**src/rtl/alu_pkg.sv**
```systemverilog
// Shared types for the ALU command interface: opcodes, responder FSM states, response record.
// Latency: n/a (types and a pure combinational helper only).
// Backpressure: n/a.
package alu_pkg;

    typedef enum logic [1:0] {
        ADD = 2'd0,
        SUB = 2'd1,
        MUL = 2'd2,
        XOR = 2'd3
    } opcode_e;

    typedef enum logic [1:0] {
        IDLE = 2'd0,
        BUSY = 2'd1,
        RESP = 2'd2
    } rsp_state_e;

    localparam int OPND_W    = 8;
    localparam int RES_W     = 16;
    // The response record is shared by every instance, so its tag field is
    // sized for the widest tag an instance may use; instances use the low bits.
    localparam int TAG_MAX_W = 8;

    typedef struct packed {
        logic [RES_W-1:0]     result;
        opcode_e              op;
        logic [TAG_MAX_W-1:0] tag;
    } alu_rsp_t;

    localparam alu_rsp_t RSP_IDLE = '{result: '0, op: ADD, tag: '0};

    // Combinational reference ALU; operands are zero-extended to 16 bits.
    function automatic logic [RES_W-1:0] alu_calc(input logic [OPND_W-1:0] a,
                                                  input logic [OPND_W-1:0] b,
                                                  input opcode_e           op);
        logic [RES_W-1:0] ax;
        logic [RES_W-1:0] bx;
        ax = {8'h00, a};
        bx = {8'h00, b};
        unique case (op)
            ADD:     return ax + bx;
            SUB:     return ax - bx;
            MUL:     return ax * bx;
            XOR:     return ax ^ bx;
            default: return '0;
        endcase
    endfunction

endpackage

```
**src/rtl/alu_mul_seq.sv**
```systemverilog
// Iterative shift-add 8x8 multiplier, MUL_STEP multiplier bits retired per cycle.
// Latency: start edge loads operands, done pulses in the 8/MUL_STEP-th cycle after it.
// Backpressure: none; the caller must register product in the cycle done is high.
//  clk, rst    clock, async active-high reset
//  start       load a/b and begin a new product (abandons any product in flight)
//  a, b        operands, sampled only with start
//  done        single-cycle pulse, product valid in that cycle only
//  product     16-bit result, 0 whenever done is low
module alu_mul_seq
    import alu_pkg::*;
#(
    parameter int MUL_STEP = 1
) (
    input  logic              clk,
    input  logic              rst,
    input  logic              start,
    input  logic [OPND_W-1:0] a,
    input  logic [OPND_W-1:0] b,
    output logic              done,
    output logic [RES_W-1:0]  product
);

    localparam int ITERS = OPND_W / MUL_STEP;
    localparam int CNT_W = (ITERS > 1) ? $clog2(ITERS) : 1;
    localparam logic [CNT_W-1:0] LAST = CNT_W'(ITERS - 1);

    logic              running;
    logic [CNT_W-1:0]  cnt;
    logic [RES_W-1:0]  mcand;   // multiplicand, pre-shifted to the current bit weight
    logic [OPND_W-1:0] mplier;  // multiplier, consumed from the LSB end
    logic [RES_W-1:0]  acc;
    logic [RES_W-1:0]  partial;
    logic [RES_W-1:0]  sum;

    // Partial product for the MUL_STEP low multiplier bits of this iteration.
    always_comb begin
        partial = '0;
        for (int j = 0; j < MUL_STEP; j++) begin
            if (mplier[j]) begin
                partial = partial + (mcand << j);
            end
        end
    end

    assign sum     = acc + partial;
    assign done    = running && (cnt == LAST);
    // The final iteration's sum is the product; no extra register stage.
    assign product = done ? sum : '0;

    always_ff @(posedge clk or posedge rst) begin
        if (rst) begin
            running <= 1'b0;
            cnt     <= '0;
            mcand   <= '0;
            mplier  <= '0;
            acc     <= '0;
        end else if (start) begin
            running <= 1'b1;
            cnt     <= '0;
            mcand   <= {8'h00, a};
            mplier  <= b;
            acc     <= '0;
        end else if (running) begin
            acc     <= sum;
            mcand   <= mcand << MUL_STEP;
            mplier  <= mplier >> MUL_STEP;
            cnt     <= cnt + CNT_W'(1);
            if (done) begin
                running <= 1'b0;
            end
        end
    end

endmodule

```
**src/rtl/alu_responder.sv**
```systemverilog
// Request/response front end for the 8-bit ALU op set, returning a tagged 16-bit result.
// Latency: ADD/SUB/XOR 1 cycle accept-to-rsp_valid, MUL 1 + 8/MUL_STEP cycles.
// Backpressure: one op in flight; req_ready low in BUSY/RESP; response held until rsp_ready.
//  clk, rst                     clock, async active-high reset
//  req_valid/req_ready          request handshake (req_ready combinational from state)
//  req_a, req_b, req_op, req_tag request payload, captured on accept
//  rsp_valid/rsp_ready          response handshake
//  rsp_result, rsp_op, rsp_tag  registered response payload
//  ops_done                     completed response handshakes, wraps
module alu_responder
    import alu_pkg::*;
#(
    parameter int TAG_W    = 4,
    parameter int MUL_STEP = 1,
    parameter int COUNT_W  = 16
) (
    input  logic               clk,
    input  logic               rst,
    input  logic               req_valid,
    output logic               req_ready,
    input  logic [OPND_W-1:0]  req_a,
    input  logic [OPND_W-1:0]  req_b,
    input  opcode_e            req_op,
    input  logic [TAG_W-1:0]   req_tag,
    output logic               rsp_valid,
    input  logic               rsp_ready,
    output logic [RES_W-1:0]   rsp_result,
    output opcode_e            rsp_op,
    output logic [TAG_W-1:0]   rsp_tag,
    output logic [COUNT_W-1:0] ops_done
);

    if (!(MUL_STEP == 1 || MUL_STEP == 2 || MUL_STEP == 4 || MUL_STEP == 8)) begin : g_bad_step
        $error("alu_responder: MUL_STEP must be 1, 2, 4 or 8");
    end
    if (TAG_W < 1 || TAG_W > TAG_MAX_W) begin : g_bad_tag
        $error("alu_responder: TAG_W out of range");
    end

    rsp_state_e       state;
    rsp_state_e       next_state;
    logic             accept;
    logic             rsp_fire;
    logic             mul_start;
    logic             mul_done;
    logic [RES_W-1:0] mul_product;
    logic [TAG_W-1:0] cap_tag;
    alu_rsp_t         rsp_q;
    alu_rsp_t         rsp_d;

    assign accept    = req_valid && req_ready;
    assign rsp_fire  = rsp_valid && rsp_ready;
    assign mul_start = accept && (req_op == MUL);

    // Multiplier captures the operands itself on mul_start.
    alu_mul_seq #(
        .MUL_STEP (MUL_STEP)
    ) u_mul (
        .clk     (clk),
        .rst     (rst),
        .start   (mul_start),
        .a       (req_a),
        .b       (req_b),
        .done    (mul_done),
        .product (mul_product)
    );

    always_ff @(posedge clk or posedge rst) begin
        if (rst) begin
            state <= IDLE;
        end else begin
            state <= next_state;
        end
    end

    always_comb begin
        next_state = state;
        req_ready  = 1'b0;
        unique case (state)
            IDLE: begin
                req_ready = 1'b1;
                if (req_valid) begin
                    next_state = (req_op == MUL) ? BUSY : RESP;
                end
            end
            BUSY: begin
                if (mul_done) begin
                    next_state = RESP;
                end
            end
            RESP: begin
                if (rsp_fire) begin
                    next_state = IDLE;
                end
            end
            default: next_state = IDLE;
        endcase
    end

    // Response payload: loaded by a single-cycle op on accept or by the
    // multiplier's done pulse, cleared back to the idle record on handshake so
    // the result reads 0 whenever no response is pending.
    always_comb begin
        rsp_d = rsp_q;
        if (rsp_fire) begin
            rsp_d = RSP_IDLE;
        end else if (accept && (req_op != MUL)) begin
            rsp_d.result             = alu_calc(req_a, req_b, req_op);
            rsp_d.op                 = req_op;
            rsp_d.tag                = '0;
            rsp_d.tag[TAG_W-1:0]     = req_tag;
        end else if ((state == BUSY) && mul_done) begin
            rsp_d.result             = mul_product;
            rsp_d.op                 = MUL;
            rsp_d.tag                = '0;
            rsp_d.tag[TAG_W-1:0]     = cap_tag;
        end
    end

    always_ff @(posedge clk or posedge rst) begin
        if (rst) begin
            rsp_q     <= RSP_IDLE;
            rsp_valid <= 1'b0;
            cap_tag   <= '0;
            ops_done  <= '0;
        end else begin
            rsp_q     <= rsp_d;
            rsp_valid <= (next_state == RESP);
            if (accept) begin
                cap_tag <= req_tag;
            end
            if (rsp_fire) begin
                ops_done <= ops_done + COUNT_W'(1);
            end
        end
    end

    assign rsp_result = rsp_q.result;
    assign rsp_op     = rsp_q.op;
    assign rsp_tag    = rsp_q.tag[TAG_W-1:0];

    if (TAG_W < TAG_MAX_W) begin : g_tag_pad
        logic unused_tag_pad;
        assign unused_tag_pad = ^rsp_q.tag[TAG_MAX_W-1:TAG_W];
    end

endmodule

```
**config.mk**
```make
export PLATFORM = sky130hd
export DESIGN_NAME = alu_responder
export DESIGN_NICKNAME = d
export VERILOG_FILES = /design/src/rtl/alu_pkg.sv /design/src/rtl/alu_mul_seq.sv /design/src/rtl/alu_responder.sv
export SDC_FILE = /design/constraint.sdc
export NUM_CORES = 1
export LEC_CHECK = 0
export CORE_MARGIN = 1.5
export CORE_UTILIZATION = 57
export DETAILED_ROUTE_END_ITERATION = 16
export HOLD_SLACK_MARGIN = 0.15
export PLACE_DENSITY = 0.83
export SLEW_MARGIN = 30
export SYNTH_ARGS = -nofsm -noshare
export SYNTH_HDL_FRONTEND = slang
export SYNTH_SLANG_ARGS = --single-unit
```
**constraint.sdc**
```tcl
create_clock -name clk -period 3.61 [get_ports clk]
set_input_delay 0.5415 -clock clk [delete_from_list [all_inputs] [get_ports clk]]
set_output_delay 0.5415 -clock clk [all_outputs]
set_load 0.01 [all_outputs]
```
==> out/metrics.cfg, run 1 <==
[placement]
gp_congestion=0.890
place_ws_ps=-389
hpwl_um=10300
io_buffers=65

[worst_setup_path]
critPathTopFamily=adder cells
cp.required_ps=3860
end_kind=flop
worst-setup-path-type=in -> reg
reg2reg_slack_ps=740
startpoint_type=input port
crit_buf_inv=4
r2r_end=rsp_result[14]
crit_slowest_cell=fa_1
crit_chain=clkdlybuf4s50_1 -> inv_2 -> nor2_1 -> ha_1 -> fa_1 -> ha_1 -> inv_1 -> fa_1 -> inv_1 -> fa_1 -> xnor2_2 -> a21oi_2 -> o211ai_1 -> o21ai_1
crit_top_cell=fa_1
crit_path_max_incr_delay_ps=530
critPathMaxFanout=4
reg2reg_from=u_mul.mplier[0]
arrival_ps=3670
r2r_cells=9

[routing]
ant_nets=0
drt_iter0_markers=283
via_per_inst=5.68
wl_per_cell_um=16.1
finalWirelength_um=13600
via_count=4806
drt_pre_antenna_iters=4
remaining_drc_errors=0

[logic_synthesis]
synthMuxAreaShare_pct=7.08
syn_inst=630
yosysTopAreaCell=dfrtp_1
synthXorXnorAreaFrac_pct=5.61
synth_top_family_by_area=simple AND/OR/NAND/NOR gates
synth_commonest_cells=dfrtp_1 (89), nor2_1 (80), nand2_1 (52), ha_1 (46), mux2i_1 (42)
synthArstFlopShare_pct=100
avgSynthCellArea_um2=9.42
synth_ff_type=dfrtp_1
synth.most_common_cell=dfrtp_1
ys_types=63
synth.yosys.seq_area_share_pct=37.5
synth_area_leaders=dfrtp_1 (38%), ha_1 (9.7%), mux2i_1 (7.1%)
synth-simple-area-share_pct=17.8
syn_nets=713
synth_edf_count=0
ys_seq_elements=89
ys_warn_count=0
synth_top_area_share_pct=37.5
synth-compound-area-share_pct=14.1
synth_fa_ha_area_share_pct=13.4
syn_area_mm2=0.00594

[clocking]
htreeDepth=3
post_cts_buffers=0
clk_latency_ps=370
clock-sinks=89
cts_buffers=9
cts_tree=yes
cts_root_buf=clkbuf_8
path_clk_slew_ps=90
cts_max_path_buffers=2
ctsHoldBuffers=0

[grt]
overflow=0
grt_pass1_wl_um=23300
grt_max_degree=90
grt_antenna_before_repair=0
grt_usage_pct=26.3
grt_pass1_vias=4979

[timing]
slew_headroom_pct=48.9
worst_slack_ps=182
period_share_pct=95.0
finalHoldViolCount=0
finalSetupViolations=0
slew_violations=0
layout_min_cycle_time_ps=3430
fmaxAchievable_ghz=0.292
worst_pin_slew_ps=763
fin_worst_skew_ps=12.1
rsz0062_at_grt=false

[floorplanning]
dieArea_mm2=0.0110
chipHeight_um=105
rows=37
initial_utilization_pct=58.0
io_pins=66
core_area_mm2=0.0102
die_w_um=105

[min_path]
hold_class=reg -> reg
whs_path_depth=1
hold_path_end=ops_done[15]
hold_path_startpoint=ops_done[15]

[power_and_ir_drop]
leakage_nw=3.40
power_density_mw_per_mm2=754
irDropWorstVdd_uv=421
p_total_mw=5.32

[outcome]
status=finished, final reports clean

[run]
cap_violations=0

[finish]
final_util_pct=69.0
insertedDiodeCount=0
layout-drive-gt1-share_pct=10.0
area_growth_pct=19.0
fin_nets=788

[power by group]
part           total [mW]  internal, mW  switching (mW)
combinational        2.96          1.36            1.60
clock               0.652         0.278           0.373
sequential           1.71          1.41           0.297
total                5.32          3.05            2.27
[stage by stage]
| stage | TNS, ps | area [um^2] | hold slack [ps] | std cells |
|---|---|---|---|---|
| finish | 0 | 7060 | 478 | 846 |
| global placement | -307 | 6850 | 456 | 830 |
| floorplan | 0 | 5940 | 445 | 630 |
| CTS | 0 | 7030 | 489 | 846 |
| detailed placement | -389 | 6850 | 471 | 830 |
| global route | 0 | 7060 | 507 | 846 |
[layout make-up]
cell class | instances | area (um^2)
Clock buffer | 12 | 145
Fill cell | 800 | 3170
Sequential cell | 89 | 2230
Clock inverter | 4 | 36.3
Multi-Input combinational cell | 474 | 3470
Timing Repair Buffer | 90 | 858
Inverter | 41 | 155
Tap cell | 136 | 170
[logic make-up (layout without fill, tap and decap cells)]
family                   Yosys count  count (layout)
adder cells (fa/ha/maj)           57              57
AND/OR/NAND/NOR                  218             218
multiplexers                      42              42
AO/OA/AOI/OAI                    119             119
XOR/XNOR                          38              38
flip-flops                        89              89
buffers and inverters             67             147
[placed cells by master (no fill, tap or decap), drive strengths merged, types with 4 or more instances in the layout]
cell type	Yosys	layout
a22oi	6	6
inv	39	40
clkinv	2	4
ha	46	46
nor2	81	81
o21ai	20	20
o21a	4	4
a21oi	43	43
nand2	54	54
and2	31	31
nor3	7	7
xnor2	27	27
clkdlybuf4s50	0	62
a211oi	10	10
dfrtp	89	89
nand3	15	15
o211ai	5	5
clkbuf	11	12
buf	15	25
mux2i	42	42
a221o	6	6
and3	6	6
a21o	5	5
nor2b	4	4
nor3b	5	5
xor2	11	11
fa	11	11
[layer usage]
layer	vias up	global-route usage (%)	routed length [um]
met1	2321	31.8	5860
li1	2317	-	-
met5	-	0	0
met3	45	5.12	416
met4	0	11.9	571
met2	123	45.1	6790
[repair_timing]
item	4_1_cts	5_1_grt
resized for setup	2	9
endpoints found under the setup margin	1	1
pin swaps	0	2
[state kept, by name, summed over array words and instances (netlist names)]
| register | count |
|---|---|
| ops_done | 16 |
| cap_tag | 4 |
| u_mul.mplier | 8 |
| u_mul.running | 1 |
| state | 2 |
| rsp_op | 2 |
| rsp_valid | 1 |
| u_mul.cnt | 3 |
| rsp_tag | 4 |
| u_mul.acc | 16 |
| u_mul.mcand | 16 |
| rsp_result | 16 |
[how the worst max path moves through the flow]
stage / startpoint / endpoint / slack (ps) / cells past startpoint
final: req_a[0] / rsp_result[5] / 180 / 14
after global routing: req_a[2] / rsp_result[5] / 40 / 14
after CTS: req_b[3] / rsp_result[5] / 10 / 13
after detailed placement: req_a[0] / rsp_result[5] / -390 / 14
after global placement: req_b[2] / rsp_result[5] / -310 / 13
after floorplan: req_a[0] / rsp_result[5] / 200 / 13
Note: power is estimated with default switching activity, not from simulation.
==> run 2, diff against run 1 <==
--- a/config.mk
+++ b/config.mk
@@ -10,6 +10,7 @@
 export DETAILED_ROUTE_END_ITERATION = 16
 export HOLD_SLACK_MARGIN = 0.15
 export PLACE_DENSITY = 0.83
+export SKIP_LAST_GASP = 1
 export SLEW_MARGIN = 30
 export SYNTH_ARGS = -nofsm -noshare
 export SYNTH_HDL_FRONTEND = slang
==> results of run 2 <==
No change in the layout: final DEF, timing and power equal those of run 1.
==> run 3, diff against run 2 <==
==> constraint.sdc (replaced) <==
create_clock -name clk -period 3.2 [get_ports clk]
set_input_delay 0.48 -clock clk [delete_from_list [all_inputs] [get_ports clk]]
set_output_delay 0.48 -clock clk [all_outputs]
set_load 0.01 [all_outputs]
==> out/metrics.cfg, run 3 (synthesis results as in run 1) <==
[worst_setup_path]
reg2reg_from=u_mul.mcand[0]  ; was u_mul.mplier[0]
crit_chain=clkbuf_2 -> and2_4 -> fa_2 -> fa_1 -> ha_1 -> inv_1 -> fa_1 -> inv_1 -> ha_1 -> xnor2_2 -> a21oi_1 -> o211ai_1 -> o21ai_1  ; was clkdlybuf4s50_1 -> inv_2 -> nor2_1 -> ha_1 -> fa_1 -> ha_1 -> inv_1 -> fa_1 -> inv_1 -> fa_1 -> xnor2_2 -> a21oi_2 -> o211ai_1 -> o21ai_1
critPathTopFamily=adder cells  ; unchanged
critPathMaxFanout=4  ; unchanged
crit_buf_inv=3  ; was 4
cp.required_ps=3440  ; was 3860 ps
startpoint_type=input port  ; unchanged
worstSetupEndpoint=rsp_result[5]  ; unchanged
cp_num_cells=13  ; was 14
reg2reg_slack_ps=440  ; was 740 ps
r2r_end=rsp_result[14]  ; unchanged
arrival_ps=3370  ; was 3670 ps
r2r_cells=9  ; unchanged
end_kind=flop  ; unchanged
worst-setup-path-type=in -> reg  ; unchanged
cp-startpoint=req_b[3]  ; was req_a[0]
crit_path_max_incr_delay_ps=530  ; about the same
crit_slowest_cell=fa_1  ; unchanged

[timing]
worst_slack_ps=65.4  ; was 182 ps
worst_pin_slew_ps=693  ; was 763 ps
whs_ps=475  ; was 478 ps
finalHoldViolCount=0  ; unchanged
fin_worst_skew_ps=12.3  ; was 12.1 ps
slew_violations=0  ; unchanged
fin_setup_tns_ps=0  ; unchanged
layout_min_cycle_time_ps=3130
finalSetupViolations=0  ; unchanged
slew_headroom_pct=53.8  ; was 48.9%
fmaxAchievable_ghz=0.319
period_share_pct=98.0

[floorplanning]
initial_utilization_pct=58.0  ; unchanged
rows=37  ; unchanged
die_w_um=105  ; unchanged
core_area_mm2=0.0102  ; unchanged
dieArea_mm2=0.0110  ; unchanged
chipHeight_um=105  ; unchanged
io_pins=66  ; unchanged

[clocking]
ctsHoldBuffers=0  ; unchanged
htreeDepth=3  ; unchanged
cts_max_path_buffers=2  ; unchanged
clock-sinks=89  ; unchanged
path_clk_slew_ps=100  ; was 90 ps
cts_root_buf=clkbuf_8  ; unchanged
clk_latency_ps=370  ; about the same
cts_tree=yes  ; unchanged
cts_buffers=9  ; unchanged

[finish]
fin_nets=814  ; was 788
fin_area_mm2=0.00730  ; was 0.00706 mm^2
area_growth_pct=22.9  ; was 19.0%
layout-drive-gt1-share_pct=15.1  ; was 10.0%
final_cell_mix=dfrtp_1 (88), nor2_1 (79), clkdlybuf4s50_1 (55)  ; was dfrtp_1 (88), nor2_1 (80), clkdlybuf4s50_1 (62)
layout_commonest_cell=dfrtp_1  ; unchanged
insertedDiodeCount=0  ; unchanged

[routing]
drt_pre_antenna_iters=5  ; was 4
via_per_inst=5.70  ; was 5.68
wl_per_cell_um=16.7  ; was 16.1 um
remaining_drc_errors=0  ; unchanged
drt_iter0_markers=288  ; was 283
ant_nets=0  ; unchanged
finalWirelength_um=14600  ; was 13,600 um
via_count=4972  ; was 4,806

[min_path]
hold_class=reg -> reg  ; unchanged
hold_path_startpoint=ops_done[15]  ; unchanged

[placement]
gp_congestion=0.859  ; was 0.890
hpwl_um=10500  ; was 10,300 um
dpl-instance-area_mm2=0.00695  ; was 0.00685 mm^2
io_buffers=65  ; unchanged
place_ws_ps=-694  ; was -389 ps

[grt]
grt_util_met3_pct=3.93  ; was 5.12%
grt_max_degree=52  ; was 90
grtUsageMet1_pct=31.8  ; about the same
grt_pass1_vias=4984  ; was 4,979
overflow=0  ; unchanged
use_met2_pct=47.2  ; was 45.1%
grt.busiest_layer=met2  ; unchanged
grt_usage_pct=26.5  ; was 26.3%
grt_antenna_before_repair=0  ; unchanged
grt_pass1_wl_um=23400  ; was 23,300 um

[power_and_ir_drop]
power_density_mw_per_mm2=849  ; was 754 mW/mm^2
p_total_mw=6.20  ; was 5.32 mW
irDropWorstVdd_uv=461  ; was 421 uV
leakage_nw=3.56  ; was 3.40 nW

[run]
cap_violations=0  ; unchanged

[outcome]
status=finished, final reports clean  ; unchanged

[run 3: layout make-up]
class / count / area [um^2]
tap: 136 / 170
inverter: 41 / 155
fill: 748 / 2930
clock buffer: 10 / 138
clock inverter: 6 / 72.6
multi-input combinational: 474 / 3490
timing repair buffer: 116 / 1040
sequential: 89 / 2230
[run 3: worst min path at each step]
stage | end | slack, ps | cells after the start
2_1_floorplan | cap_tag[0] | 440 | 2
3_3_place_gp | ops_done[15] | 460 | 1
3_5_place_dp | ops_done[15] | 460 | 1
4_1_cts | ops_done[15] | 470 | 1
5_1_grt | ops_done[15] | 490 | 1
6_report | ops_done[15] | 480 | 1
[run 3: through the flow]
step / cells / util (%)
6_report: 872 / 71.3
5_1_grt: 872 / 71.3
4_1_cts: 867 / 70.7
3_5_place_dp: 841 / 67.9
3_3_place_gp: 841 / 67.9
2_1_floorplan: 630 / -
[run 3: power by group]
part / leakage, nW / internal [mW] / switching, mW
clock network: 0.104 / 0.393 / 0.442
registers: 1.13 / 1.59 / 0.386
logic: 2.33 / 1.57 / 1.81
[run 3: timing repair]
| item | CTS | global route |
|---|---|---|
| pin swaps | 9 | 13 |
| setup buffers | 10 | 5 |
| endpoints found under the hold margin | 0 | 0 |
| endpoints found under the setup margin | 1 | 8 |
| cloned | 0 | 0 |
| resized for setup | 16 | 21 |
[run 3: worst reg2reg max path, stage by stage, from the launching register on]
cell	delay, ps
dfrtp_1	410
and2_1	160
ha_1	230
fa_1	470
a21oi_2	200
o22ai_2	110
o21a_2	260
a311oi_2	280
xnor2_1	170
a221o_1	360
[run 3: per-layer routing]
| metal | wire length [um] | part of all wire [%] |
|---|---|---|
| met1 | 6160 | 42 |
| met5 | 0 | 0 |
| met2 | 7400 | 51 |
| met4 | 490 | 3.4 |
| met3 | 539 | 3.7 |
==> variant (settings of run 3) <==
Re-encode `rsp_state_e` (3 states) as one-hot, 3 bits wide.
--- a/src/rtl/alu_pkg.sv
+++ b/src/rtl/alu_pkg.sv
@@ -10,10 +10,10 @@
         XOR = 2'd3
     } opcode_e;
 
-    typedef enum logic [1:0] {
-        IDLE = 2'd0,
-        BUSY = 2'd1,
-        RESP = 2'd2
+    typedef enum logic [2:0] {
+        IDLE = 3'b001,
+        BUSY = 3'b010,
+        RESP = 3'b100
     } rsp_state_e;
 
     localparam int OPND_W    = 8;
Check against the original RTL: no difference found for any inputs over 4 cycles, from zero or initial values and one cycle with rst high; so few cycles prove little.
==> variant against run 3 <==
- core utilization shrank 1.7 points
- combinational power is 33% lower
- highest routed layer unchanged
- routed wire length is 10% lower
- clock skew increased by 6.2 ps
- area after synthesis decreased by 8.5%
- cell area is 12% lower
- critical endpoint is now u_mul.acc[12]
- total power down 20%
- global-route usage increased by 1.2 points
- setup slack better by 240 ps
- worst hold slack better by 5.2 ps
- sequential cell count increased by 1
- first-iteration DRC count fell by 38%
==> variant: results (changes against run 3) <==
Routing
  – Routed len/inst: 16.7 µm (about the same)
  – Vias: 4551 (was 4972)
  – DR WL met2: 6320 µm (was 7400 µm)
  – DR iter-0 viols: 179 (was 288)
  – Met3 wire length: 729 µm (was 539 µm)

Logic synthesis
  – Synth top area cells: dfrtp_1 41%, ha_1 7.8%, nand2_1 5.9% (was dfrtp_1 38%, ha_1 9.7%, mux2i_1 7.1%)
  – Commonest cells post-synth: 89 x dfrtp_1, 85 x nand2_1, 51 x nor2_1, 39 x o21ai_0, 38 x a21oi_1 (was 89 x dfrtp_1, 80 x nor2_1, 52 x nand2_1, 46 x ha_1, 42 x mux2i_1)
  – Syn_nets: 656 (was 713)
  – Sequential share of the synthesized area: 0.415 (was 0.375)
  – Cells after synthesis: 593 (was 630)

Status
  – Run status: finished clean (unchanged)

Cells and area
  – Fraction of layout cells with a size suffix above 1: 0.0608 (was 0.151)
  – Final Util: 0.697 (was 0.713)
  – FF/Latch Area: 0.00225 mm² (was 0.00223 mm²)
  – Clock-cell share: 0.0344 (was 0.0288)
  – Non-clock buffering overhead: 0.115 (was 0.142)
  – Finished Layout Cells: 787 (was 872)
  – Fin nets: 716 (was 814)

Global route
  – Tot GR Track Use: 0.277 (was 0.265)
  – Largest net degree at the start of global routing: 91 (was 52)
  – Vias in the first global route: 4394 (was 4984)

Critical path
  – Reg2Reg Setup Slack: 310 ps (was 440 ps)
  – Crit-path max FO: 3 (was 4)
  – Worst path top cell family by delay: compound AO/OA/AOI/OAI gates (was adder cells)
  – Crit Reg-Reg Startpoint: u_mul.mplier[0] (was u_mul.mcand[0])
  – Worst R2R Path Depth: 10 (was 9)
  – Slowest stage delay, CP: 450 ps (was 530 ps)

Clock network
  – Clk sinks: 90 (was 89)
  – Post_cts resized: 0 (was 16)

Min path
  – Worst hold path class: in -> async (was reg -> reg)

Placed design
  – Placed insts: 771 (was 841)
  – Place WS: 195 ps (was -694 ps)

STA
  – Fin Clk Skew: 18.5 ps (was 12.3 ps)
variant: routing by layer:
metal  vias up  GRT usage
met5         -          0
met4         0     0.0802
met3        19     0.0541
met2       156      0.448
met1      2181      0.379
li1       2195          -
variant: worst reg2reg max path, stage by stage (launching register included):
cell	delay (ps)
dfrtp_1	430
and2_1	170
ha_1	240
fa_1	450
a21o_1	190
a31oi_1	280
o31ai_1	160
a41o_1	280
a21oi_1	180
xor2_1	260
o22ai_1	130
variant: power breakdown:
group	switching, mW	internal [mW]	leakage (nW)
logic	1.24	1.03	1.64
registers	0.299	1.55	1.16
clock network	0.459	0.400	0.112
total	2.00	2.99	2.92
variant: kinds of logic after synthesis:
kind of cell / after synthesis / synth area share
simple gates: 213 / 0.185
compound gates: 141 / 0.162
flops: 90 / 0.415
buf+inv: 46 / 0.0357
fa+ha+maj: 37 / 0.0894
xor+xnor: 36 / 0.0581
mux: 30 / 0.0553
